$ cat src/rtl/inst_fetch_queue.sv
// Instruction queue between the icache output pipeline and decode.
// Circular buffer in distributed RAM with first-word-fall-through head outputs.
module inst_fetch_queue #(
  parameter int INT_SIG_WIDTH = 1,
  parameter int DEPTH_LOG2    = 3
) (
  input  logic                     clk,
  input  logic                     rst,
  input  logic                     flush_i,
  input  logic                     input_valid,
  output logic                     queue_ready,
  input  logic [31:0]              pc_i,
  input  logic [30:0]              branch_target_i,
  input  logic [31:0]              inst_i,
  input  logic [INT_SIG_WIDTH-1:0] trapno_i,
  input  logic                     have_trap_i,
  input  logic                     output_ready,
  output logic                     queue_valid,
  output logic [31:0]              pc_o,
  output logic [30:0]              branch_target_o,
  output logic [31:0]              inst_o,
  output logic [INT_SIG_WIDTH-1:0] trapno_o,
  output logic                     have_trap_o,
  output logic [DEPTH_LOG2:0]      count_o
);

  localparam int DEPTH   = 1 << DEPTH_LOG2;
  localparam int ENTRY_W = 32 + 31 + 32 + INT_SIG_WIDTH + 1;
  localparam logic [DEPTH_LOG2:0] FULL_COUNT = (DEPTH_LOG2 + 1)'(DEPTH);

  logic [ENTRY_W-1:0]    mem_q [DEPTH];
  logic [DEPTH_LOG2-1:0] wptr_q, wptr_d;
  logic [DEPTH_LOG2-1:0] rptr_q, rptr_d;
  logic [DEPTH_LOG2:0]   count_q, count_d;
  logic                  push, pop;
  logic [ENTRY_W-1:0]    head;

  // Handshakes depend only on the registered occupancy, never on the other side.
  assign queue_ready = (count_q != FULL_COUNT);
  assign queue_valid = (count_q != '0);
  assign push        = input_valid && queue_ready;
  assign pop         = queue_valid && output_ready;
  assign count_o     = count_q;

  always_comb begin
    wptr_d  = wptr_q;
    rptr_d  = rptr_q;
    count_d = count_q;
    if (flush_i) begin
      wptr_d  = '0;
      rptr_d  = '0;
      count_d = '0;
    end else begin
      if (push) wptr_d = wptr_q + 1'b1;
      if (pop)  rptr_d = rptr_q + 1'b1;
      case ({push, pop})
        2'b10:   count_d = count_q + 1'b1;
        2'b01:   count_d = count_q - 1'b1;
        default: count_d = count_q;
      endcase
    end
  end

  always_ff @(posedge clk) begin
    if (rst) begin
      wptr_q  <= '0;
      rptr_q  <= '0;
      count_q <= '0;
    end else begin
      wptr_q  <= wptr_d;
      rptr_q  <= rptr_d;
      count_q <= count_d;
    end
  end

  // Storage is not reset; the pointers alone define which entries are live.
  always_ff @(posedge clk) begin
    if (push && !flush_i && !rst) begin
      mem_q[wptr_q] <= {pc_i, branch_target_i, inst_i, trapno_i, have_trap_i};
    end
  end

  assign head = queue_valid ? mem_q[rptr_q] : '0;
  assign {pc_o, branch_target_o, inst_o, trapno_o, have_trap_o} = head;

endmodule

$ cat config.mk
export PLATFORM = sky130hd
export DESIGN_NAME = inst_fetch_queue
export DESIGN_NICKNAME = d
export VERILOG_FILES = /design/src/rtl/inst_fetch_queue.sv
export SDC_FILE = /design/constraint.sdc
export NUM_CORES = 1
export LEC_CHECK = 0
export BUFFER_PORTS_ARGS = -buffer_cell sky130_fd_sc_hd__buf_2
export CORE_MARGIN = 3
export CORE_UTILIZATION = 54
export CTS_CLUSTER_SIZE = 12
export DETAILED_ROUTE_END_ITERATION = 7
export GPL_TIMING_DRIVEN = 1
export PLACE_DENSITY = 0.75
export SLEW_MARGIN = 20
export SYNTH_ARGS = -nofsm -noshare
export SYNTH_HDL_FRONTEND = slang
export SYNTH_SLANG_ARGS = --single-unit
export TNS_END_PERCENT = 1
$ cat constraint.sdc
create_clock -name clk -period 10 [get_ports clk]
set_input_delay 2 -clock clk [delete_from_list [all_inputs] [get_ports clk]]
set_output_delay 2 -clock clk [all_outputs]
set_load 0.02 [all_outputs]
==> impl_metrics.csv <==
group,metric,value,unit
run_status,outcome,"complete, no violations",
placed_design,gp_congestion,0.745,
power,combPwrFrac,0.041,
detailed_routing,wl,59.7,mm
yosys,ys.flop_type,"edfxtp_1",
floorplanning,fp.dieH,242,µm
power,p_per_area,194,nW/µm²
floorplanning,fp-row-count,86,
floorplanning,coreArea,55200,µm²
floorplanning,initial_core_util,0.547,
grt,grt_use_total,0.209,
yosys,synth.top_cell.area_share,0.772,
power,switching_share,0.201,
power,netSwitchingPower,1.33,mW
floorplanning,dieArea,58800,µm²
detailed_routing,detail_route.wl_per_cell,25.3,µm
clock_network,post_cts_resized,0,
setup_path,cp_common_cell,"buf_4",
clock_network,cts_buffer_depth,3,
min_path,whs_path_depth,2,
yosys,synth_commonest_cells,"edfxtp_1, mux4_2, nor2_1",
timing,tns,0,ns
layout,finalNetCount,1657,
floorplanning,die_w,242,µm
detailed_routing,final_antenna_net_count,0,
yosys,async_flop_share,0,
layout,syn_to_final_growth,13.8,%
timing,drv_slew,0,
timing,clock_skew,0.0144,ns
yosys,yosysWarnings,0,
placed_design,place_area,31900,µm²
timing,max-slew-margin-rel,0.304,
power,p_leak,10.8,nW
timing,max_slew.worst_pin.slew,1.04,ns
detailed_routing,routed_via_density,5.82,
setup_path,slowest_stage,"dfxtp_4",
min_path,hp-class,"register to register",
yosys,synthesis.area,30200,µm²
grt,gr-usage-met1,0.295,
grt,grt_max_degree,147,
setup_path,critPathLaunchType,"register",
clock_network,cts_root_buf,"clkbuf_16",
detailed_routing,drc,0,
grt,grt_pass1_vias,14700,
clock_network,clock_latency,0.60,ns
detailed_routing,dr.first_iter.drc_count,1203,
layout,design_area,34400,µm²
clock_network,clkTransAtPathRegs,0.06,ns
detailed_routing,route.vias.total,13700,
timing,rsz0062_at_grt,"false",
timing,setup_viol,0,
yosys,synth.distinct_cells,38,
setup_path,critPathKind,"register to primary output",
power,clkPwrFrac,0.409,
grt,grt_pass1_wl,92.4,mm
setup_path,cp_cell_sequence,"buf_4 -> buf_4 -> mux2i_1 -> nor2_1 -> buf_2",
clock_network,cts_inserted_buffers,81,
setup_path,crit_path_max_incr_delay,0.91,ns
setup_path,crit_arrival,3.58,ns
power,internal_power,5.32,mW
clock_network,cts_sinks,789,
yosys,yosysSeqAreaShare,0.780,
yosys,yosysMostFrequentCell,"edfxtp_1",
setup_path,crit_fanout,43,
yosys,yosysTopAreaCell,"edfxtp_1",
layout,drive_above_1_share,0.338,
yosys,synth-edff-count,776,
clock_network,cts_setup_buffers,0,
clock_network,cts_tree,"built",
grt,use_met3,0.0538,
setup_path,reg2reg_depth,6,
grt,antenna_found_initial,13,
timing,finalCriticalPeriod,5.58,ns
placed_design,port_buffers,204,
timing,post-route-period-util,0.558,
yosys,ys_seq_elements,789,
job,max-cap-violations,0,
placed_design,dp_hpwl,32.0,mm
yosys,synth.avg_cell_area,23.1,µm²
floorplanning,boundaryPins,205,
power,vdd_drop_max,0.157,mV
yosys,synth_area_leaders,"edfxtp_1, mux4_2, mux2i_1",
timing,timing.fmax,0.179,GHz
yosys,synthCells,1308,
power,seq_power_share,0.550,
grt,use_met2,0.333,
clock_network,htree_levels,3,
timing,finalHoldViolCount,0,
yosys,synth_fp_nets,1415,
clock_network,postCtsHoldBufs,0,
grt,overflow,0,
grt,busiest_layer,"met2",
setup_path,worst_setup_path_end_kind,"primary output",
setup_path,cp.required,8.00,ns
detailed_routing,drt_first_pass_iters,5,
## through the flow
| stage | setup WS [ns] | cells | power, mW | hold WS, ns | util |
|---|---|---|---|---|---|
| floorplan | 0.456 | 1308 | 3.88 | 0.485 | - |
| global placement | 4.56 | 2214 | 3.99 | 0.505 | 0.579 |
| detailed placement | 4.51 | 2214 | 4.00 | 0.523 | 0.579 |
| CTS | 4.20 | 2348 | 6.71 | 0.535 | 0.621 |
| global route | 4.23 | 2350 | 6.87 | 0.578 | 0.622 |
| finish | 4.42 | 2356 | 6.65 | 0.522 | 0.622 |
## cells in the final DEF (no fill, tap or decap), types with 2 or more instances in the layout
cell and count:
dfxtp_4 3, clkinv_2 6, mux2i_1 99, dfxtp_1 10, clkinv_1 12, clkbuf_1 24, diode_2 7, nor2_4 6
xor2_1 6, nand2b_1 3, edfxtp_1 776, nand2_1 3, mux4_2 194, buf_2 204, nor2_1 107, ha_1 5
buf_12 2, inv_6 2, buf_4 22, clkbuf_16 85, nand3_1 3, a21oi_1 2, clkbuf_8 4
## per-layer routing
layer | vias up | share of wire
li1 | 5934 | -
met1 | 7255 | 0.41
met2 | 422 | 0.49
met3 | 85 | 0.078
met4 | 14 | 0.016
met5 | - | 0.0014
## worst paths after layout
kind	to	slack [ns]	startpoint
worst max-delay path	have_trap_o	4.42	register
worst min register to register	register	0.52	rptr_q[2]
worst min-delay path	register	0.52	rptr_q[2]
worst max register to register	mem_q[2][83]	6.13	count_o[0]
## registers in the layout, indices dropped and copies added (netlist names), named ones only
signal,count
wptr_q,3
mem_q,776
count_o,4
rptr_q,3
## layout make-up
class,instances,area [µm²]
antenna,7,17.5
fill,3715,20800
clock inverter,21,100
timing repair buffer,229,1250
sequential,789,23600
clock buffer,113,2270
inverter,1,3.75
multi-input combinational,448,6190
tap,748,936
## worst max-delay path: cells and delay by family (launching register included)
kind | cells | cell delay (ns)
multiplexers | 1 | 0.43
buffers and inverters | 3 | 1.51
flip-flops | 1 | 0.91
AND/OR/NAND/NOR | 1 | 0.08
## cells by family (layout without fill, tap and decap cells)
group | count (synthesis) | count (layout) | share of synthesized area
mux | 293 | 293 | 0.178
xor+xnor | 7 | 7 | 0.00228
other cells | 0 | 7 | 0
compound gates | 7 | 7 | 0.00162
fa+ha+maj | 5 | 5 | 0.00207
buf+inv | 71 | 364 | 0.0162
simple gates | 136 | 136 | 0.0198
flops | 789 | 789 | 0.780
## power groups by stage
stage          sequential, mW  combinational [mW]  clock (mW)
2_1_floorplan            3.73               0.155           0
3_5_place_dp             3.73               0.272           0
5_1_grt                  3.66               0.296        2.92
3_3_place_gp             3.73               0.264           0
4_1_cts                  3.66               0.273        2.78
6_report                 3.66               0.272        2.72
Power figures use the tool's default switching activity.
